===== src/rtl/fb_rect_fill.sv =====
// Rectangle-fill writer for the 280x192 24-bit framebuffer feeding VGA scan-out.
// Clips each command to the visible area and issues one write per cycle in raster order.
module fb_rect_fill #(
    parameter int H_RES  = 280,
    parameter int V_RES  = 192,
    parameter int ADR_W  = 16,
    parameter int DATA_W = 24
) (
    input  logic              CLOCK_50,
    input  logic              reset,
    input  logic              cmd_valid,
    output logic              cmd_ready,
    input  logic [8:0]        cmd_x,
    input  logic [7:0]        cmd_y,
    input  logic [8:0]        cmd_w,
    input  logic [7:0]        cmd_h,
    input  logic [DATA_W-1:0] cmd_color,
    output logic              fb_we,
    output logic [ADR_W-1:0]  fb_adr,
    output logic [DATA_W-1:0] fb_d,
    input  logic              fb_stall,
    output logic              busy,
    output logic              done
);

    typedef enum logic [1:0] {
        S_IDLE,
        S_SETUP,
        S_FILL,
        S_DONE
    } state_t;

    localparam logic [9:0]       LP_H      = 10'(H_RES);
    localparam logic [9:0]       LP_V      = 10'(V_RES);
    localparam logic [ADR_W-1:0] LP_STRIDE = ADR_W'(H_RES);

    state_t              r_state;
    logic                r_ready;
    logic                r_we;
    logic [ADR_W-1:0]    r_adr;
    logic [DATA_W-1:0]   r_d;
    logic                r_busy;
    logic                r_done;

    logic [8:0]          r_x;
    logic [7:0]          r_y;
    logic [8:0]          r_w;
    logic [7:0]          r_h;
    logic [DATA_W-1:0]   r_color;

    logic [9:0]          r_ew;
    logic [9:0]          r_eh;
    logic [9:0]          r_col;
    logic [9:0]          r_row;
    logic [ADR_W-1:0]    r_rowBase;

    logic [9:0]          w_x10;
    logic [9:0]          w_y10;
    logic [9:0]          w_w10;
    logic [9:0]          w_h10;
    logic                w_empty;
    logic [9:0]          w_remX;
    logic [9:0]          w_remY;
    logic [9:0]          w_ew;
    logic [9:0]          w_eh;
    logic [ADR_W-1:0]    w_rowBase;
    logic                w_take;
    logic                w_lastCol;
    logic                w_lastRow;

    // Clipping works in 10 bits so H_RES - x never wraps for any legal 9-bit x below H_RES.
    assign w_x10     = {1'b0, r_x};
    assign w_y10     = {2'b00, r_y};
    assign w_w10     = {1'b0, r_w};
    assign w_h10     = {2'b00, r_h};
    assign w_empty   = (w_x10 >= LP_H) || (w_y10 >= LP_V) || (r_w == 9'd0) || (r_h == 8'd0);
    assign w_remX    = LP_H - w_x10;
    assign w_remY    = LP_V - w_y10;
    assign w_ew      = (w_w10 < w_remX) ? w_w10 : w_remX;
    assign w_eh      = (w_h10 < w_remY) ? w_h10 : w_remY;
    assign w_rowBase = (ADR_W'(r_y) * LP_STRIDE) + ADR_W'(r_x);

    assign w_take    = r_we && !fb_stall;
    assign w_lastCol = (r_col == (r_ew - 10'd1));
    assign w_lastRow = (r_row == (r_eh - 10'd1));

    always_ff @(posedge CLOCK_50) begin
        if (reset) begin
            r_state   <= S_IDLE;
            r_ready   <= 1'b1;
            r_we      <= 1'b0;
            r_adr     <= '0;
            r_d       <= '0;
            r_busy    <= 1'b0;
            r_done    <= 1'b0;
            r_x       <= '0;
            r_y       <= '0;
            r_w       <= '0;
            r_h       <= '0;
            r_color   <= '0;
            r_ew      <= '0;
            r_eh      <= '0;
            r_col     <= '0;
            r_row     <= '0;
            r_rowBase <= '0;
        end else begin
            case (r_state)
                S_IDLE: begin
                    r_done <= 1'b0;
                    if (cmd_valid && r_ready) begin
                        r_x     <= cmd_x;
                        r_y     <= cmd_y;
                        r_w     <= cmd_w;
                        r_h     <= cmd_h;
                        r_color <= cmd_color;
                        r_ready <= 1'b0;
                        r_busy  <= 1'b1;
                        r_state <= S_SETUP;
                    end
                end

                S_SETUP: begin
                    if (w_empty) begin
                        r_done  <= 1'b1;
                        r_state <= S_DONE;
                    end else begin
                        r_ew      <= w_ew;
                        r_eh      <= w_eh;
                        r_col     <= '0;
                        r_row     <= '0;
                        r_rowBase <= w_rowBase;
                        r_adr     <= w_rowBase;
                        r_d       <= r_color;
                        r_we      <= 1'b1;
                        r_state   <= S_FILL;
                    end
                end

                // A stalled write leaves every output untouched; only a taken write advances.
                S_FILL: begin
                    if (w_take) begin
                        if (w_lastCol) begin
                            if (w_lastRow) begin
                                r_we    <= 1'b0;
                                r_done  <= 1'b1;
                                r_state <= S_DONE;
                            end else begin
                                r_col     <= '0;
                                r_row     <= r_row + 10'd1;
                                r_rowBase <= r_rowBase + LP_STRIDE;
                                r_adr     <= r_rowBase + LP_STRIDE;
                            end
                        end else begin
                            r_col <= r_col + 10'd1;
                            r_adr <= r_adr + ADR_W'(1);
                        end
                    end
                end

                S_DONE: begin
                    r_done  <= 1'b0;
                    r_busy  <= 1'b0;
                    r_ready <= 1'b1;
                    r_state <= S_IDLE;
                end

                default: begin
                    r_we    <= 1'b0;
                    r_done  <= 1'b0;
                    r_busy  <= 1'b0;
                    r_ready <= 1'b1;
                    r_state <= S_IDLE;
                end
            endcase
        end
    end

    assign cmd_ready = r_ready;
    assign fb_we     = r_we;
    assign fb_adr    = r_adr;
    assign fb_d      = r_d;
    assign busy      = r_busy;
    assign done      = r_done;

endmodule

===== config.mk =====
export PLATFORM = sky130hd
export DESIGN_NAME = fb_rect_fill
export DESIGN_NICKNAME = d
export VERILOG_FILES = /design/src/rtl/fb_rect_fill.sv
export SDC_FILE = /design/constraint.sdc
export NUM_CORES = 1
export LEC_CHECK = 0
export ABC_AREA = 1
export CAP_MARGIN = 30
export CORE_MARGIN = 3
export CORE_UTILIZATION = 50
export DETAILED_ROUTE_END_ITERATION = 12
export PLACE_DENSITY = 0.72
export SLEW_MARGIN = 20
export SYNTH_ARGS = -nofsm -noshare
export SYNTH_HDL_FRONTEND = slang
export SYNTH_SLANG_ARGS = --single-unit

===== constraint.sdc =====
create_clock -name CLOCK_50 -period 4.8 [get_ports CLOCK_50]
set_input_delay 0.72 -clock CLOCK_50 [delete_from_list [all_inputs] [get_ports CLOCK_50]]
set_output_delay 0.72 -clock CLOCK_50 [all_outputs]
set_load 0.02 [all_outputs]

# == Word-level counts from Yosys, hierarchy flattened ==
# Cells that the tools add are included.
# totals
wordCells,104
output_inout_bits,44
in_bits,62
reg_bits,160
# op_classes
bitwise,1
muxes,39
n_addsub,9
eq_ne,13
magnitude_cmp,4
reduce_logical,20
multipliers,1
# op_table
operator,n
$mux W16,6
$mux W10,9
$pmux W16 S2,2
$pmux W10 S2,2
$add A10 B1 Y10 const B,2
$eq A10 B10 Y1,2
$sub A10 B1 Y10 const B,2
$add A16 B1 Y16 const B,1
$add A16 B9 Y16,1
$add A16 B9 Y16 const B,1
$ne A2 B2 Y1 const B,7
$mul A8 B6 Y13 const B,1
$reduce_and A4 Y1,3
$mux W1,11
$lt A8 B10 Y1,1
$lt A9 B10 Y1,1
$reduce_and A5 Y1,2
$sub A9 B9 Y10 const A,1
$ge A9 B9 Y1 const B,1
$logic_not A9 Y1,1
$sub A8 B8 Y9 const A,1
$ge A8 B8 Y1 const B,1
$logic_not A8 Y1,1
$mux W2,4
14 further kinds,23

# == Logic depth before layout (Yosys ltp) ==
# Gate-level depths: netlist (run 1).
# depth
depth_word,6
depth_mapped,21
ltp_nobuf,21

# == Least setup slack after synthesis (run 1) ==
# Ideal clock, no wire load.
# synth_path
path_type,flip-flop to flip-flop
from,reg r_y[4]
to,reg r_rowBase[13]
synth_period_minus_slack_ns,3.189
setup_time_ns,0.112
stages_incl_launch_ff,19
path_buffers,0
slack_ns,1.611
t_arrival_ns,3.078
path_cell_list,dfxtp_1 > inv_1 > ha_1 > ha_1 > ha_1 > ha_1 > xnor2_1 > ha_1 > nand2_1 > inv_1 > nand4_1 > o211ai_1 > nand3_1 > nor2_1 > nand2_1 > nand3_1 > o21ai_0 > nor2_1 > nor2_1
# synth_between
elab_chain_cells,6
word_cells_on_any_way,10
classes_between,add/sub: 1; mul: 1; order compare: 1; eq/ne: 1; mux: 2; reduce/logical: 4
# synth_lines
item,line,text
from (decl),46,logic [7:0] r_y;
from (signal assigned),112,r_y <= cmd_y;
branches (longest 6 deep; another with $add A16 B9 Y16),--,
to (signal assigned),131,r_rowBase <= w_rowBase;
to (signal assigned),150,r_rowBase <= r_rowBase + LP_STRIDE;
to (decl),55,logic [ADR_W-1:0] r_rowBase;
# Parallel ways; which one is timed is not known. The select of a mux whose other input is x is not followed.
# A chain may end at the register's enable or synchronous reset.

# == Final worst setup path (run 1) ==
# Same ends and word-level chain as after synthesis.

==> flow_summary.yaml, run 1 <==
cells_and_area:
  antenna_cells: 0
  final_util_pct: 60.66
  layout_common_cells: "nand2_1 (327), nor2_1 (262), inv_1 (172), dfxtp_1 (159), o21ai_0 (119)"
  final_common_cell: "nand2_1"
  fin_cells: 1890
  multi_input_area_um2: 5942
  fin_nets: 1744
  syn_to_final_growth_pct: 18.15
  drive_gt1_share_pct: 4.431
  final_area_um2: 11920
  seq_area_um2: 3183
  fillCellCount: 1916
timing:
  period_share_pct: 74.26
  rsz0062_at_grt: "false"
  fin_skew_ns: 0.01464
  min_period_ns: 3.564
  slew_viol_final: 0
  setup-violations-final: 0
  slew_headroom_pct: 54.64
  fin_setup_tns_ns: 0
  layout_setup_ws_ns: 1.236
  fmax_ghz: 0.2805
  tightest_slew_ns: 0.6796
  hold_viol: 0
  timing.hold.ws_ns: 0.4540
die:
  rows: 51
  fp.dieW_um: 148.1
  core_um2: 19650
  io-pin-count: 106
  start_util_pct: 51.34
  die-area_um2: 21920
  die_h_um: 148.1
synth:
  synth_area_per_cell_um2: 6.557
  synthArstFlopShare_pct: 0
  yosys_register_bits: 159
  syn-num-nets: 1671
  yosys_warnings: 0
  synth.distinct_cells: 43
  synth_cells: 1539
  synth_ff_type: "dfxtp_1"
  yosysSeqAreaShare_pct: 31.54
  synth_edf_count: 0
  syn_area_um2: 10090
grt:
  track_usage_pct: 24.41
  grt_pass1_vias: 9057
  grt_max_degree: 77
  antenna_found_initial: 0
  grt_pass1_wl_mm: 44.34
  grt_overflow: 0
power_and_ir_drop:
  peakVddDrop_v: 0.0003621
  p_per_area_nw_per_um2: 657.1
  p_leak_nw: 5.570
  finalPower_mw: 7.834
route:
  drcViolationCount: 0
  wl_per_cell_um: 13.97
  num_vias: 9803
  firstDrtPassIters: 6
  dr_wl_met2_mm: 11.90
  wl_met1_mm: 12.30
  wl_met3_mm: 1.798
  drt_iter0_drc: 623
  ant_nets: 0
  top_layer_used: "met4"
  viasPerCell: 5.187
  wl_mm: 26.41
setup_path:
  required_ns: 5.12
  critPathArrivalTime_ns: 3.89
  crit_path_end_kind: "register"
  slowest_delay_ns: 0.39
  startpoint: "r_y[4]"
  crit_type: "register to register"
  path_buf_inv: 2
  critPathMostFrequentCell: "ha_1"
  crit_slowest_cell: "dfxtp_1"
  critPathTopFamily: "adder cells"
  critical_path.max_fanout: 6
  regToRegStartpoint: "r_y[4]"
  cp_cell_sequence: "inv_1, ha_1, ha_1, ha_1, ha_1, xnor2_1, ha_1, nand2_1, inv_1, nand4_1, o211ai_1, nand3_1, nor2_1, nand2_1, nand3_1, o21ai_0, nor2_1, nor2_1"
  crit_path_start_kind: "register"
clocking:
  clk_pin_slew_ns: 0.07
  clockRootBuffer: "clkbuf_16"
  clk_latency_ns: 0.44
  htree_levels: 4
  clockBufferDepth: 2
  numCtsBuffers: 17
  hold_buffers: 0
  ctsResizeCount: 0
  cts_setup_buffers: 0
  clock_sinks: 159
  tritoncts: "done"
outcome:
  status: "completed"
place:
  dp_slack_ns: 1.312
  portBuffers: 105
  dp.cells: 1857
  place_area_um2: 11280
  gp_congestion: 0.9034
  place_hpwl_mm: 18.88
flow_run:
  max_cap_violations: 0
worst_hold_path:
  hp-class: "register to register"
  hold_start: "r_ew[9]"
## layer usage
metal	vias to the layer above	GRT usage, %
met5	-	0
met4	0	6.328
met3	39	5.393
met2	290	39.74
met1	4399	33.07
li1	5075	-
## synth_stat cells, types with 3 or more instances
cell	count	area share, %
buf_6	4	0.45
nor3_1	15	0.74
xor2_1	35	3.0
inv_2	6	0.22
nand3b_1	3	0.22
nand4_1	19	1.2
a31oi_1	4	0.25
nor2_1	263	9.8
o21a_1	3	0.22
inv_1	172	6.4
ha_1	65	8.1
nand2_2	3	0.19
buf_4	4	0.30
nand2_1	327	12
o21ai_1	18	0.89
o21ai_0	119	5.9
a21oi_1	86	4.3
nand3_1	112	5.6
nor3b_1	4	0.30
nand3_4	3	0.52
dfxtp_1	159	32
fa_1	5	0.99
clkinv_1	4	0.15
buf_2	7	0.35
o211ai_1	11	0.82
nand2_4	3	0.33
or2_2	4	0.25
nor2_2	4	0.25
xnor2_1	16	1.4
o21bai_1	3	0.22
clkbuf_1	42	1.6
## path summary, 6_finish.rpt
kind              endpoint  slack, ns  cells past startpoint
max          r_rowBase[13]       1.24                     18
min                r_ew[9]       0.45                      2
max reg2reg  r_rowBase[13]       1.24                     18
min reg2reg        r_ew[9]       0.45                      2
## layout make-up
type | instances | area share [%]
clock inverter | 15 | 1.595
inverter | 182 | 5.740
timing repair buffer | 115 | 9.781
sequential | 159 | 26.70
clock buffer | 17 | 3.568
tap | 265 | 2.781
multi-input combinational | 1137 | 49.84
## cell families (layout without fill, tap and decap cells)
kind of cell	Yosys count	after routing	synth area share [%]
compound gates	249	249	12.96
xor+xnor	52	52	4.650
flops	159	159	31.54
buf+inv	243	329	9.696
fa+ha+maj	70	70	9.051
simple gates	766	766	32.10
## power breakdown
part	internal [mW]	switching, mW	total (mW)
sequential	1.72	0.382	2.10
clock	0.708	0.674	1.38
combinational	1.53	2.82	4.35
## worst min-delay path, delay by kind of cell (launching register included)
| family | cells | cell delay [ns] |
|---|---|---|
| DFF | 1 | 0.32 |
| and+or+nand+nor | 2 | 0.10 |
## registers in the layout, indices dropped and copies added, names as in the netlist, 2 cells and up
register and flops:
r_x 9, r_state 2, r_row 10, r_ew 10, r_color 24, r_rowBase 16, fb_d 24, r_col 10
r_eh 9, fb_adr 16, r_y 8, r_w 9, r_h 8
No activity file was read; power rests on OpenSTA's default activity.
==> inputs of run 2 (changes only) <==
--- a/config.mk
+++ b/config.mk
@@ -10,7 +10,7 @@
 export CORE_MARGIN = 3
 export CORE_UTILIZATION = 50
 export DETAILED_ROUTE_END_ITERATION = 12
-export PLACE_DENSITY = 0.72
+export PLACE_DENSITY = 0.75
 export SLEW_MARGIN = 20
 export SYNTH_ARGS = -nofsm -noshare
 export SYNTH_HDL_FRONTEND = slang
==> constraint.sdc (replaced) <==
create_clock -name CLOCK_50 -period 3 [get_ports CLOCK_50]
set_input_delay 0.45 -clock CLOCK_50 [delete_from_list [all_inputs] [get_ports CLOCK_50]]
set_output_delay 0.45 -clock CLOCK_50 [all_outputs]
set_load 0.02 [all_outputs]
==> flow_summary.yaml, run 2 (synthesis results as in run 1) <==
outcome:
  status: "finished with violations"
  violations: "negative setup slack"
cells_and_area:
  final_util_pct: 64.62
  final_area_um2: 12700
  fin_nets: 1798
  drive_gt1_share_pct: 11.97
  layout_common_cells: "nand2_1 (315), nor2_1 (253), inv_1 (161), dfxtp_1 (153), o21ai_0 (113)"
  antenna_cells: 0
  seq_area_um2: 3193
  multi_input_area_um2: 6320
  syn_to_final_growth_pct: 25.85
  final_common_cell: "nand2_1"
  fin_cells: 1944
  fillCellCount: 1750
timing:
  hold_viol: 0
  layout_setup_ws_ns: -0.09601
  tightest_slew_ns: 0.6578
  fmax_ghz: 0.3230
  rsz0062_at_grt: "true"
  slew_viol_final: 0
  min_period_ns: 3.096
  setup-violations-final: 15
  slew_headroom_pct: 56.10
  fin_skew_ns: 0.01478
  period_share_pct: 103.2
power_and_ir_drop:
  clockPowerShare_pct: 16.4
  power_switching_mw: 6.592
  p_leak_nw: 5.848
  internal-power_mw: 7.185
  peakVddDrop_v: 0.0004937
  p_sw_share_pct: 47.85
  combPwrFrac_pct: 59.3
  p_per_area_nw_per_um2: 1085
  p_seq_share_pct: 24.3
setup_path:
  required_ns: 3.33
  path_buf_inv: 5
  crit_path_end_kind: "register"
  cp_cell_sequence: "inv_4, ha_4, ha_4, ha_4, inv_2, fa_2, inv_2, ha_4, nand2_2, inv_1, nand4_1, o211ai_1, buf_4, nand3_4, nor2_4, nand3_2, nand2_2, nor2_2, nor2_1, nor2_1"
  crit_type: "register to register"
  slowest_delay_ns: 0.52
  crit_slowest_cell: "fa_2"
  critPathTopFamily: "adder cells"
  critical_path.max_fanout: 5
  crit_path_start_kind: "register"
  critPathMostFrequentCell: "ha_4"
  critPathArrivalTime_ns: 3.42
grt:
  track_usage_pct: 24.81
  grt_overflow: 0
  grt_pass1_wl_mm: 45.44
  grt_pass1_vias: 9534
  antenna_found_initial: 1
  grt_max_degree: 49
die:
  rows: 51
  core_um2: 19650
  die_h_um: 148.1
  die-area_um2: 21920
  start_util_pct: 51.34
  io-pin-count: 106
  fp.dieW_um: 148.1
clocking:
  clockBufferDepth: 2
  clk_latency_ns: 0.44
  clk_pin_slew_ns: 0.08
  clockRootBuffer: "clkbuf_16"
  tritoncts: "done"
  htree_levels: 4
  hold_buffers: 0
  numCtsBuffers: 17
  clock_sinks: 159
place:
  place_area_um2: 11710
  gp_congestion: 0.9323
  dp.cells: 1905
  portBuffers: 105
  place_hpwl_mm: 19.39
worst_hold_path:
  hp-class: "register to register"
route:
  wl_mm: 27.06
  wl_per_cell_um: 13.92
  drt_iter0_drc: 622
  num_vias: 10070
  viasPerCell: 5.182
  ant_nets: 0
  drcViolationCount: 0
  firstDrtPassIters: 6
flow_run:
  max_cap_violations: 0
==> run 2: path summary, 6_finish.rpt <==
| path | start | endpoint | slack (ns) | cells past startpoint |
|---|---|---|---|---|
| worst max-delay path | r_y[2] | fb_adr[15] | -0.1 | 20 |
| worst min-delay path | r_color[23] | r_color[23] | 0.46 | 2 |
| worst min register to register | r_color[23] | r_color[23] | 0.46 | 2 |
| worst max register to register | r_y[2] | fb_adr[15] | -0.1 | 20 |
==> run 2: timing repair <==
item / 4_1_cts / 5_1_grt
gates resized for setup: 30 / 44
setup buffers: 3 / 4
setup endpoints to repair: 16 / 28
pin swaps: 22 / 35
==> run 2: power by group through the flow <==
stage / sequential (mW) / clock, mW / combinational [mW]
2_1_floorplan: 3.47 / 0 / 5.03
3_3_place_gp: 3.35 / 0 / 7.37
3_5_place_dp: 3.36 / 0 / 7.48
4_1_cts: 3.33 / 2.28 / 7.81
5_1_grt: 3.44 / 2.36 / 9.15
6_report: 3.35 / 2.26 / 8.17
==> run 2: routing by layer <==
layer  GRT usage [%]  wire, µm  vias to the layer above
li1                -         -                     5195
met1           32.27     12110                     4504
met2           41.54     12520                      324
met3           5.545      1931                       48
met4           7.252       485                        2
met5               0         9                        -
==> run 2: metrics by stage <==
step / setup TNS [ns] / power (mW) / setup WS (ns) / hold WS [ns]
floorplan: 0 / 8.504 / 0.01038 / 0.4297
global placement: -0.8468 / 10.72 / -0.1331 / 0.4455
detailed placement: -1.584 / 10.84 / -0.1763 / 0.4502
CTS: -0.2773 / 13.43 / -0.05902 / 0.4615
global route: -3.216 / 14.95 / -0.2626 / 0.4798
finish: -0.8820 / 13.78 / -0.09601 / 0.4610
==> run 2: area by class of cell <==
class                      instances  share of cell area, %
tap                              265                  2.611
timing repair buffer             169                  12.16
clock inverter                    15                  1.488
sequential                       159                  25.14
multi-input combinational       1137                  49.76
inverter                         182                  5.488
clock buffer                      17                  3.350
==> run 2: tightest hold or removal path, cell delays in order (launching register included) <==
cell	delay, ns
dfxtp_1	0.30
inv_1	0.06
a21oi_1	0.06
